<file path="src/rtl/store_align_unit.sv">
// Store alignment: rotates rs2 data onto byte lanes, builds byte strobes and
// issues one or two word-aligned write beats (two when the store crosses a word).
module store_align_lane #(
  parameter int LANES = 4,
  parameter int LANE  = 0
) (
  input  logic [LANES*8-1:0] data,
  input  logic [1:0]         off,
  output logic [7:0]         lane_byte
);
  logic [1:0] src;
  // 2-bit subtraction wraps, giving (LANE - off) mod 4
  assign src       = 2'(LANE) - off;
  assign lane_byte = data[src*8 +: 8];
endmodule

module store_align_unit #(
  parameter int REG_WIDTH_IN_BYTE = 4,
  parameter int REG_WIDTH_IN_BIT  = REG_WIDTH_IN_BYTE*8
) (
  input  logic                         clk,
  input  logic                         rst_n,
  input  logic                         req_valid,
  output logic                         req_ready,
  input  logic [31:0]                  req_addr,
  input  logic [REG_WIDTH_IN_BIT-1:0]  req_data,
  input  logic [2:0]                   req_funct3,
  output logic                         mem_valid,
  input  logic                         mem_ready,
  output logic [31:0]                  mem_addr,
  output logic [REG_WIDTH_IN_BIT-1:0]  mem_wdata,
  output logic [REG_WIDTH_IN_BYTE-1:0] mem_wstrb,
  output logic                         done,
  output logic                         err
);
  typedef enum logic [1:0] {IDLE, BEAT0, BEAT1} state_t;

  state_t state, state_nxt;
  logic   done_nxt, err_nxt;
  logic   legal, accept, split;
  logic [REG_WIDTH_IN_BYTE-1:0][7:0]   rot;
  logic [2*REG_WIDTH_IN_BYTE-1:0]      base_mask, mask8;
  logic [REG_WIDTH_IN_BYTE-1:0]        strb_hi;

  for (genvar i = 0; i < REG_WIDTH_IN_BYTE; i++) begin : g_lane
    store_align_lane #(.LANES(REG_WIDTH_IN_BYTE), .LANE(i)) u_lane (
      .data      (req_data),
      .off       (req_addr[1:0]),
      .lane_byte (rot[i])
    );
  end

  always_comb begin
    base_mask = '0;
    case (req_funct3)
      3'b000:  base_mask = 8'b0000_0001;
      3'b001:  base_mask = 8'b0000_0011;
      3'b010:  base_mask = 8'b0000_1111;
      default: base_mask = '0;
    endcase
  end

  assign mask8     = base_mask << req_addr[1:0];
  assign legal     = (req_funct3 == 3'b000) || (req_funct3 == 3'b001) || (req_funct3 == 3'b010);
  assign req_ready = (state == IDLE);
  assign mem_valid = (state != IDLE);
  assign accept    = req_valid && req_ready;
  assign split     = |strb_hi;

  always_comb begin
    state_nxt = state;
    done_nxt  = 1'b0;
    err_nxt   = 1'b0;
    case (state)
      IDLE:
        if (req_valid) begin
          if (legal) state_nxt = BEAT0;
          else begin
            done_nxt = 1'b1;
            err_nxt  = 1'b1;
          end
        end
      BEAT0:
        if (mem_ready) begin
          if (split) state_nxt = BEAT1;
          else begin
            state_nxt = IDLE;
            done_nxt  = 1'b1;
          end
        end
      BEAT1:
        if (mem_ready) begin
          state_nxt = IDLE;
          done_nxt  = 1'b1;
        end
      default: state_nxt = IDLE;
    endcase
  end

  always_ff @(posedge clk or negedge rst_n) begin
    if (!rst_n) begin
      state <= IDLE;
      done  <= 1'b0;
      err   <= 1'b0;
    end else begin
      state <= state_nxt;
      done  <= done_nxt;
      err   <= err_nxt;
    end
  end

  // Beat registers only move on accept or on the beat0->beat1 handoff, so they
  // stay put while the bus stalls.
  always_ff @(posedge clk or negedge rst_n) begin
    if (!rst_n) begin
      mem_addr  <= '0;
      mem_wdata <= '0;
      mem_wstrb <= '0;
      strb_hi   <= '0;
    end else if (accept && legal) begin
      mem_addr  <= {req_addr[31:2], 2'b00};
      mem_wdata <= rot;
      mem_wstrb <= mask8[REG_WIDTH_IN_BYTE-1:0];
      strb_hi   <= mask8[2*REG_WIDTH_IN_BYTE-1:REG_WIDTH_IN_BYTE];
    end else if (state == BEAT0 && mem_ready && split) begin
      mem_addr  <= mem_addr + 32'd4;
      mem_wstrb <= strb_hi;
    end
  end
endmodule
</file>
<file path="config.mk">
export PLATFORM = sky130hd
export DESIGN_NAME = store_align_unit
export DESIGN_NICKNAME = d
export VERILOG_FILES = /design/src/rtl/store_align_unit.sv
export SDC_FILE = /design/constraint.sdc
export NUM_CORES = 1
export LEC_CHECK = 0
export ABC_AREA = 1
export CAP_MARGIN = 20
export CORE_ASPECT_RATIO = 0.7
export CORE_UTILIZATION = 54
export CTS_CLUSTER_DIAMETER = 40
export DETAILED_ROUTE_END_ITERATION = 10
export GPL_ROUTABILITY_DRIVEN = 0
export PLACE_DENSITY = 0.87
export SLEW_MARGIN = 20
export SYNTH_ARGS = -nofsm -noshare
export SYNTH_HDL_FRONTEND = slang
export SYNTH_HIERARCHICAL = 1
export SYNTH_SLANG_ARGS = --single-unit
</file>
<file path="constraint.sdc">
create_clock -name clk -period 3.4 [get_ports clk]
set_input_delay 0.85 -clock clk [delete_from_list [all_inputs] [get_ports clk]]
set_output_delay 0.85 -clock clk [all_outputs]
set_load 0.01 [all_outputs]
</file>
==> results of run 1 <==
[cell type report]
class / count / area, sq um / area share [%]
repair buffers: 152 / 1500 / 20.6
clock inverters: 5 / 80.1 / 1.10
multi-input cells: 691 / 2970 / 41.0
flip-flops and latches: 73 / 1830 / 25.2
clock buffers: 10 / 239 / 3.30
well taps: 128 / 160 / 2.21
inverters: 122 / 475 / 6.56
[state kept, by name, indices dropped and copies added, names as in the netlist]
name and count:
strb_hi 3, mem_addr 30, err 1, state 2
done 1, mem_wdata 32, mem_wstrb 4
[per-layer routing]
| layer | up-vias | share of wire, % | global-route usage, % |
|---|---|---|---|
| met5 | - | 0 | 0 |
| li1 | 3037 | - | - |
| met1 | 2794 | 46 | 51.5 |
| met4 | 0 | 1.7 | 10.2 |
| met3 | 33 | 11 | 8.42 |
| met2 | 347 | 41 | 47.0 |
[kinds of logic (layout without fill, tap and decap cells)]
logic type	after synthesis	count (layout)	synth area share, %
and+or+nand+nor	635	635	47.7
buffers and inverters	153	289	13.4
DFF	73	73	33.0
AOI/OAI and AO/OA	51	51	5.33
xor gates and xnor gates	2	2	0.316
adders and majority gates	1	1	0.226
other	1	2	0.0677
[metrics by stage]
| step | hold slack, ns | utilization (%) | cell area [sq um] | setup slack, ns | instances |
|---|---|---|---|---|---|
| CTS | 0.479 | 73.7 | 7250 | 0.952 | 1181 |
| detailed placement | 0.465 | 70.5 | 6930 | 0.606 | 1166 |
| floorplan | 0.460 | - | 5540 | 1.66 | 917 |
| finish | 0.478 | 73.7 | 7250 | 0.920 | 1181 |
| global placement | 0.466 | 70.5 | 6930 | 0.674 | 1166 |
| global route | 0.502 | 73.7 | 7250 | 0.799 | 1181 |
[final timing paths]
check	from	end	slack, ns
worst max-delay path	req_funct3[0]	mem_addr[18]$_DFFE_PN0P_	0.92
worst min-delay path	mem_wdata[28]$_DFFE_PN0P_	mem_wdata[28]$_DFFE_PN0P_	0.48
worst max register to register	state[0]$_DFFE_PN0P_	mem_addr[23]$_DFFE_PN0P_	1.54
worst min register to register	mem_wdata[28]$_DFFE_PN0P_	mem_wdata[28]$_DFFE_PN0P_	0.48
max in group asynchronous	rst_n	mem_wdata[2]$_DFFE_PN0P_	2.14
min in group asynchronous	rst_n	mem_wdata[18]$_DFFE_PN0P_	0.64
[layout by cell type (no fill, tap or decap), types with 2 or more instances in the layout]
master           count
nor3_1               3
nor2_1              58
clkinvlp_4           2
nand2_2             15
nor2_4               5
o21ai_1             17
clkbuf_16            9
dfrtp_1             73
o22ai_1              2
o211ai_1             4
a21oi_1              8
conb_1               2
inv_4                4
nand2_4              6
xor2_1               2
inv_1              110
nand4_1              3
clkdlybuf4s50_1    138
bufinv_16            2
o21ai_0             12
nand2_1            462
buf_4               12
nand3_1             76
nor2_2               5
inv_2                7
[power groups by stage]
stage / sequential, mW / clock (mW) / combinational (mW)
floorplan: 1.57 / 0 / 0.770
detailed placement: 1.51 / 0 / 1.78
global route: 1.55 / 1.08 / 1.99
finish: 1.52 / 1.02 / 1.80
global placement: 1.51 / 0 / 1.75
CTS: 1.50 / 1.04 / 1.79
[tightest hold or removal path, cell delays in order (launching register included)]
cell and delay, ns:
dfrtp_1 0.34, nand2_1 0.05, nand2_1 0.06
==> flow_summary.rst, run 1 <==
.. list-table::
   :header-rows: 1

   * - Metric
     - Value
   * - Leakage power figure
     - 3.85 nW
   * - Pwr/cell area
     - between 500 and 600 nW/um^2
   * - Synth Register Bits
     - 73
   * - Final-report max-slew violation count
     - 0
   * - Crit end category
     - flop
   * - Cell types occupying the most area after synthesis
     - dfrtp_1, nand2_1, inv_1
   * - Buffers added on ports
     - 140
   * - Count of endpoints failing setup in the final report
     - 0
   * - Fill cell total of the finished layout
     - 816
   * - Max Freq
     - 403 MHz
   * - Number of gates on the worst path with buffers counted
     - 8
   * - Die area
     - 10,700 sq um
   * - Syn_area_per_cell
     - 6.04 sq um
   * - Hold Path Cell Cnt
     - 2
   * - Number of distinct library cells after synthesis
     - 37
   * - Min Clock Period, post-route
     - 2.48 ns
   * - Largest stage delay on the critical path
     - 0.48 ns
   * - Critical path, cell by cell
     - clkdlybuf4s50_1 -> a21oi_2 -> nand2_4 -> inv_2 -> buf_12 -> nor2_1 -> o21ai_0 -> nand3_1
   * - Yosys synthesis warning count
     - 6
   * - Via/cell ratio
     - ~5.3
   * - Std-Cell Core Area
     - 9830 sq um
   * - Count of buffers added by post-CTS timing repair for setup
     - 0
   * - Number of diodes
     - 0
   * - Setup total negative slack
     - 0 ns
   * - Initial antenna violation count
     - 0
   * - Switching part of the total power
     - 37.4%
   * - Post-Synthesis Cells
     - between 900 and 1,000
   * - Critical path peak fanout
     - 29
   * - CP arrival
     - about 2.7 ns
   * - Slew @ Worst Pin
     - 0.930 ns
   * - CTS Hold Buffers Added
     - 0
   * - Number of global-route vias before repair
     - 5,489
   * - Number of hold-slack violations in the final timing report
     - 0
   * - Number of sinks driven by the clock tree
     - 73
   * - Worst Reg-to-Reg Cells
     - 8
   * - Total power
     - 4.34 mW
   * - Synthesized area
     - 5540 sq um
   * - Library cell with the highest instance count after synthesis
     - nand2_1
   * - H-Tree Depth
     - 3
   * - Total I/O pin count
     - ~140
   * - Largest vdd supply drop
     - between 0.0003 and 0.0004 V
   * - Starting density of the core
     - between 50% and 60%
   * - Clock buffers created by TritonCTS
     - 9
   * - Total overflow reported by the global router
     - 0
   * - Setup skew after layout
     - 0.00792 ns
   * - Clock tree from TritonCTS
     - done
   * - Number of max-cap violations
     - 0
   * - Delay-heaviest family, CP
     - buffers and inverters
   * - Clock latency on the worst-skew pair
     - 0.34 ns
   * - Total net switching power
     - 1.62 mW
   * - Top post-synthesis cells by count
     - nand2_1, inv_1, nand3_1
   * - Result of the run
     - finished, final reports clean
   * - Wire length of the first global-routing pass
     - 27,600 um
   * - Drc violations
     - 0
   * - Iteration-0 DRC Markers
     - slightly below 700
   * - Chip width
     - 123 um
   * - Sequential fraction of the synthesis area
     - around 33%
   * - Clock edge transition at the registers on the reported setup and hold paths
     - 0.06 ns
   * - First-pass detailed-route iteration total
     - 5
   * - Final worst-path cycle share
     - 72.9%
   * - Gate power share
     - between 40% and 50%
   * - Top flip-flop cell by instance count after synthesis
     - dfrtp_1
   * - DRT Wirelength
     - approximately 17,000 um
   * - Vias post-DR
     - 6,211
   * - Maximum buffer depth of the clock tree
     - 2
   * - Post-detailed-route wirelength per cell
     - ~15 um
   * - Site Rows
     - 30
   * - CP bufs+invs
     - 3
   * - Count of flip-flops with a built-in enable after synthesis
     - 0
   * - Largest net degree at the start of global routing
     - 74
   * - Clock power share
     - 23.6%
   * - Relative contribution of sequential cells to total power
     - a little over a third
   * - Headroom to the max-slew limit
     - a little under two fifths
   * - Area added between synthesis and finish
     - 31.0%
   * - Vertical extent of the die
     - 86.7 um
   * - Portion of synthesized cell area occupied by the leading cell type
     - about a third
   * - HPWL Detailed
     - 12,500 um
   * - # resized after CTS
     - 0
   * - Int Power
     - 2.72 mW
   * - Layout net count
     - 1,121
   * - Share of async-settable or async-resettable flops after synthesis
     - 100%
   * - Required @ worst endpoint
     - 3.61 ns
   * - Startpoint-to-endpoint class of the critical path
     - primary input to flop
   * - Worst-path cell with the longest stage delay
     - clkdlybuf4s50_1
   * - CTS Root Cell
     - clkbuf_16
   * - GRT Overall Usage
     - approximately 34%
   * - Proportion of layout cells with a drive suffix above 1
     - 7.22%
   * - Post-synthesis cell type with the largest combined area
     - dfrtp_1
   * - Unrepaired setup endpoints after global routing
     - false
   * - Type of the most critical hold path
     - flop to flop
   * - Antenna viol nets, final
     - 0
   * - Startpoint type of the worst setup path
     - primary input
Power figures use the tool's default switching activity.
==> run 2: changes to the inputs <==
CORE_UTILIZATION = 45   (was 54)
PLACE_DENSITY = 0.78   (was 0.87)
clock period = 2.14 ns   (was 3.4 ns; I/O delays follow)
==> run 2 against run 1 <==
Net effect: cell count is 3.3% higher; register-to-register slack worse by 1.3 ns; worst hold slack worse by 0.39 ns; total power is 61% higher; die area is 20% higher; first-iteration DRC count is 17% lower; flip-flop and latch count stayed put; critical path depth is 6 lower; via count is 2.4% lower; count of clock-buffer cells in the layout is 2 higher; global-route usage is 5.9 points lower; combinational power is 60% higher.
==> flow_summary.rst, run 2 (same netlist as run 1, synthesis figures left out) <==
.. list-table::
   :header-rows: 1

   * - Metric
     - Value
   * - CTS Root Cell
     - clkbuf_16
   * - DRT Wirelength
     - 17,400 um
   * - Int Power
     - around 4.4 mW
   * - Most frequent standard cell in the layout excluding fill and tap cells
     - nand2_1
   * - Number of sinks driven by the clock tree
     - 73
   * - Worst-path cell with the longest stage delay
     - clkdlybuf4s50_1
   * - Fraction of the core area covered by cells at the end of the flow
     - between 60 and 70%
   * - Result of the run
     - finished, final reports clean
   * - Std-Cell Core Area
     - between 10,000 and 15,000 sq um
   * - CP arrival
     - roughly 1.4 ns
   * - Final worst-path cycle share
     - about 92%
   * - Switching part of the total power
     - 37.0%
   * - GRT Overall Usage
     - approximately 28%
   * - Critical path peak fanout
     - 5
   * - Clock latency on the worst-skew pair
     - 0.33 ns
   * - Delay-heaviest family, CP
     - buffers and inverters
   * - Top register by number of flip-flops
     - mem_wdata
   * - Min Clock Period, post-route
     - 1.98 ns
   * - Biggest regs
     - mem_wdata (32), mem_addr (30), mem_wstrb (4)
   * - Pwr/cell area
     - 939 nW/um^2
   * - Vertical extent of the die
     - 94.8 um
   * - Via/cell ratio
     - approximately 5.0
   * - Unrepaired setup endpoints after global routing
     - false
   * - Clock tree from TritonCTS
     - done
   * - Setup skew after layout
     - 0.00824 ns
   * - Max FFs per register
     - 32
   * - Site Rows
     - 33
   * - Gate power share
     - 41.3%
   * - Initial antenna violation count
     - 0
   * - HPWL Detailed
     - about 13,000 um
   * - Required @ worst endpoint
     - 1.60 ns
   * - Post-detailed-route wirelength per cell
     - about 14 um
   * - # resized after CTS
     - 0
   * - Clock buffers created by TritonCTS
     - 9
   * - Wire length of the first global-routing pass
     - 27,400 um
   * - Total I/O pin count
     - 143
   * - Startpoint type of the worst setup path
     - flop
   * - Largest vdd supply drop
     - 0.000636 V
   * - Number of global-route vias before repair
     - approximately 5,200
   * - Clock power share
     - 24.2%
   * - Leakage power figure
     - slightly below 4 nW
   * - Area added between synthesis and finish
     - 34.0%
   * - Most used cells in the layout excluding fill and tap cells
     - nand2_1, clkdlybuf4s50_1, inv_1
   * - Global-route met3 utilization
     - roughly 7%
   * - Buffers added on ports
     - 140
   * - Iteration-0 DRC Markers
     - 559
   * - Number of diodes
     - 0
   * - Largest net degree at the start of global routing
     - 34
   * - Total net switching power
     - roughly 2.6 mW
   * - CP bufs+invs
     - 1
   * - Drc violations
     - 0
   * - Met2 track demand over resource in global routing
     - 38.0%
   * - CTS Hold Buffers Added
     - 0
   * - Worst Hold Margin
     - about 0.085 ns
   * - Chip width
     - 135 um
   * - Crit end category
     - primary output
   * - Relative contribution of sequential cells to total power
     - between 30% and 40%
   * - Number of max-cap violations
     - 0
   * - Vias post-DR
     - 6,065
   * - Number of hold-slack violations in the final timing report
     - 0
   * - Clock edge transition at the registers on the reported setup and hold paths
     - about 0.060 ns
   * - Critical path, cell by cell
     - nor2_4 -> clkdlybuf4s50_1
   * - Count of buffers added by post-CTS timing repair for setup
     - 0
   * - Count of endpoints failing setup in the final report
     - 0
   * - Total overflow reported by the global router
     - 0
   * - Layout net count
     - between 1,000 and 1,500
   * - Die area
     - about 13,000 sq um
   * - Largest stage delay on the critical path
     - 0.54 ns
   * - Maximum buffer depth of the clock tree
     - 2
   * - Proportion of layout cells with a drive suffix above 1
     - 8.00%
   * - Max Freq
     - 505 MHz
   * - Type of the most critical hold path
     - primary input to async pin
   * - Startpoint-to-endpoint class of the critical path
     - flop to primary output
   * - Antenna viol nets, final
     - 0
   * - First-pass detailed-route iteration total
     - 5
   * - Global routing's busiest layer
     - met1
   * - Met1 usage in global routing
     - 44.1%
   * - H-Tree Depth
     - 3
   * - Final-report max-slew violation count
     - 0
   * - Starting density of the core
     - around 47%
## run 2: cell types whose count changed in the layout (fill, tap and decap cells not counted)
cell and change:
buf_4 +5, buf_12 +4, clkbuf_1 +1, clkbuf_8 +1
clkinv_2 -1
## run 2: area by class of cell
class	count	area, sq um
clock buffers	12	256
clock inverters	4	75.1
fillers	1157	4430
inverters	122	475
multi-input cells	691	2970
flip-flops and latches	73	1830
well taps	157	196
repair buffers	161	1610
## run 2: layer usage
metal  vias up  part of all wire, %
met3        15                  9.9
met1      2703                   50
li1       3067                    -
met2       280                   40
met5         -                    0
met4         0                 0.89
## run 2: path summary, 6_finish.rpt
path	from	to	slack, ns	depth (start not counted)
setup / recovery	state[0]$_DFFE_PN0P_	req_ready	0.16	2
hold / removal	rst_n	mem_addr[23]$_DFFE_PN0P_	0.08	1
setup reg to reg	mem_addr[2]$_DFFE_PN0P_	mem_addr[18]$_DFFE_PN0P_	0.28	8
hold reg to reg	mem_wdata[16]$_DFFE_PN0P_	mem_wdata[16]$_DFFE_PN0P_	0.48	2
max in group asynchronous	rst_n	mem_wdata[14]$_DFFE_PN0P_	1.46	2
min in group clk	mem_wdata[16]$_DFFE_PN0P_	mem_wdata[16]$_DFFE_PN0P_	0.48	2
## run 2: stage by stage
step | area [sq um] | setup slack (ns) | cells | TNS [ns] | power, mW
after CTS | 7420 | 0.149 | 1220 | 0 | 7.00
after global placement | 7090 | 0.0678 | 1204 | 0 | 5.23
after detailed placement | 7090 | -0.00286 | 1204 | -0.00286 | 5.28
after floorplan | 5540 | 0.648 | 917 | 0 | 3.72
after global routing | 7420 | 0.0997 | 1220 | 0 | 7.45
final | 7420 | 0.161 | 1220 | 0 | 6.97
## run 2: power groups by stage
| stage | Sequential, mW | Clock (mW) | Combinational, mW |
|---|---|---|---|
| global placement | 2.40 | 0 | 2.82 |
| detailed placement | 2.40 | 0 | 2.88 |
| finish | 2.40 | 1.69 | 2.88 |
| CTS | 2.39 | 1.72 | 2.89 |
| global route | 2.47 | 1.78 | 3.20 |
| floorplan | 2.49 | 0 | 1.22 |
==> run 3: changes to the inputs <==
CORE_MARGIN = 8   (was default)
==> run 3 against run 2 <==
Net effect: first-iteration DRC count rose by 5.4%; cell count fell by 0.16%; clock skew fell by 0.0022 ns; die area rose by 27%; largest cell class unchanged.
==> flow_summary.rst, run 3 (same netlist as run 1, synthesis figures left out) <==
.. list-table::
   :header-rows: 1

   * - Metric
     - Value
   * - Result of the run
     - finished, final reports clean
   * - Die area
     - about 16,000 sq um
   * - Startpoint-to-endpoint class of the critical path
     - flop to primary output
   * - GRT Overall Usage
     - 22.3%
   * - Post-detailed-route wirelength per cell
     - 14.8 um
   * - Final-report max-slew violation count
     - 0
   * - Number of hold-slack violations in the final timing report
     - 0
   * - Clock tree from TritonCTS
     - done
   * - Clock latency on the worst-skew pair
     - ~0.33 ns
   * - Crit end category
     - primary output
   * - Number of diodes
     - 0
   * - Most frequent standard cell in the layout excluding fill and tap cells
     - nand2_1
   * - Type of the most critical hold path
     - primary input to async pin
   * - Total overflow reported by the global router
     - 0
   * - Maximum buffer depth of the clock tree
     - 2
   * - Chip width
     - 149 um
   * - Final worst-path cycle share
     - 92.7%
   * - Switching part of the total power
     - 38.4%
   * - Number of global-route vias before repair
     - 5,541
   * - Total I/O pin count
     - 143
   * - Top register by number of flip-flops
     - mem_wdata
   * - H-Tree Depth
     - 3
   * - Area added between synthesis and finish
     - 32.5%
   * - R2R Setup Slk
     - 0.30 ns
   * - Unrepaired setup endpoints after global routing
     - false
   * - CP arrival
     - 1.45 ns
   * - Setup total negative slack
     - 0 ns
   * - Std-Cell Core Area
     - 12,200 sq um
   * - Min Clock Period, post-route
     - 1.98 ns
   * - Reg2reg start
     - mem_addr[2]$_DFFE_PN0P_
   * - Clock buffers created by TritonCTS
     - 9
   * - Gate power share
     - 42.5%
   * - Most used cells in the layout excluding fill and tap cells
     - nand2_1, clkdlybuf4s50_1, inv_1
   * - Vias post-DR
     - 6,043
   * - Largest vdd supply drop
     - 0.000584 V
   * - Int Power
     - between 4 and 5 mW
   * - Worst Reg-to-Reg Cells
     - 10
   * - Antenna viol nets, final
     - 0
   * - Layout net count
     - 1,123
   * - Critical path peak fanout
     - 5
   * - Biggest regs
     - mem_wdata (32), mem_addr (30), mem_wstrb (4)
   * - # placed instances
     - 1,202
   * - Startpoint type of the worst setup path
     - flop
   * - Iteration-0 DRC Markers
     - about 590
   * - Max FFs per register
     - 32
   * - Count of non-filler cells in the finished layout
     - 1,218
   * - Starting density of the core
     - 45.3%
   * - Largest net degree at the start of global routing
     - 55
   * - Clock power share
     - 22.5%
   * - Initial antenna violation count
     - 0
   * - Relative contribution of sequential cells to total power
     - 35.1%
   * - Leakage power figure
     - 3.87 nW
   * - Setup skew after layout
     - 0.00607 ns
   * - Count of buffers added by post-CTS timing repair for setup
     - 0
   * - CTS Hold Buffers Added
     - 0
   * - Area of the multi-input gates
     - slightly below 3000 sq um
   * - Met3 wire length
     - 1800 um
   * - Top Metal Used
     - met5
   * - Met2 WL
     - 7310 um
   * - Pwr/cell area
     - 930 nW/um^2
   * - Max Freq
     - 504 MHz
   * - CTS Root Cell
     - clkbuf_16
   * - First-pass detailed-route iteration total
     - 6
   * - Clock edge transition at the registers on the reported setup and hold paths
     - 0.06 ns
   * - Number of sinks driven by the clock tree
     - between 70 and 80
   * - Count of endpoints failing setup in the final report
     - 0
   * - Total net switching power
     - 2.62 mW
   * - Endpoint of the worst register-to-register path
     - mem_addr[28]$_DFFE_PN0P_
   * - HPWL Detailed
     - ~14,000 um
   * - # resized after CTS
     - 0
   * - Buffers added on ports
     - 140
   * - Proportion of layout cells with a drive suffix above 1
     - roughly 7.5%
   * - Required @ worst endpoint
     - 1.60 ns
   * - Total power
     - 6.82 mW
   * - Drc violations
     - 0
   * - Fill cell total of the finished layout
     - 1,201
   * - Wire length of the first global-routing pass
     - 28,800 um
   * - Site Rows
     - 34
   * - Via/cell ratio
     - 4.96
   * - Register cell area after layout
     - around 1800 sq um
   * - Vertical extent of the die
     - 109 um
   * - Metal1 wirelength
     - slightly below 9000 um
   * - Number of max-cap violations
     - 0
   * - DRT Wirelength
     - between 15,000 and 20,000 um
==> run 3: power by group through the flow <==
stage | Sequential, mW | Clock (mW) | Combinational, mW
floorplan | 2.49 | 0 | 1.22
global placement | 2.40 | 0 | 2.85
detailed placement | 2.40 | 0 | 2.89
CTS | 2.38 | 1.56 | 2.91
global route | 2.46 | 1.62 | 3.22
finish | 2.39 | 1.53 | 2.90
==> run 3: per-layer routing <==
layer,up-vias,GRT usage (%)
met1,2709,33.2
li1,3054,-
met4,2,4.21
met3,14,6.51
met2,264,31.0
met5,-,1.47
==> run 3: worst max-delay path, stage by stage, from the launching register on <==
cell             delay, ns
dfrtp_1               0.44
nor2_4                0.13
clkdlybuf4s50_1       0.55
==> run 3: through the flow <==
step	hold WS [ns]	worst slack [ns]	cell area [sq um]	utilization, %
after global placement	0.462	0.0643	7040	57.7
after floorplan	0.239	0.648	5540	-
after detailed placement	0.464	0.0106	7040	57.7
final	0.113	0.156	7340	60.1
after CTS	0.122	0.143	7340	60.1
after global routing	0.140	0.0906	7340	60.1
==> run 3: how the worst max path moves through the flow <==
stage / from / endpoint
after global routing: state[0]$_DFFE_PN0P_ / req_ready
after global placement: req_funct3[1] / mem_addr[23]$_DFFE_PN0P_
after floorplan: mem_addr[2]$_DFFE_PN0P_ / mem_addr[20]$_DFFE_PN0P_
final: state[0]$_DFFE_PN0P_ / req_ready
after detailed placement: req_funct3[1] / mem_addr[23]$_DFFE_PN0P_
after CTS: state[0]$_DFFE_PN0P_ / req_ready
==> run 3: layout make-up <==
type | count | area share [%]
multi-input combinational | 691 | 40.5
sequential | 73 | 24.9
inverter | 122 | 6.48
tap | 162 | 2.76
timing repair buffer | 154 | 21.3
clock buffer | 9 | 3.07
clock inverter | 7 | 0.972
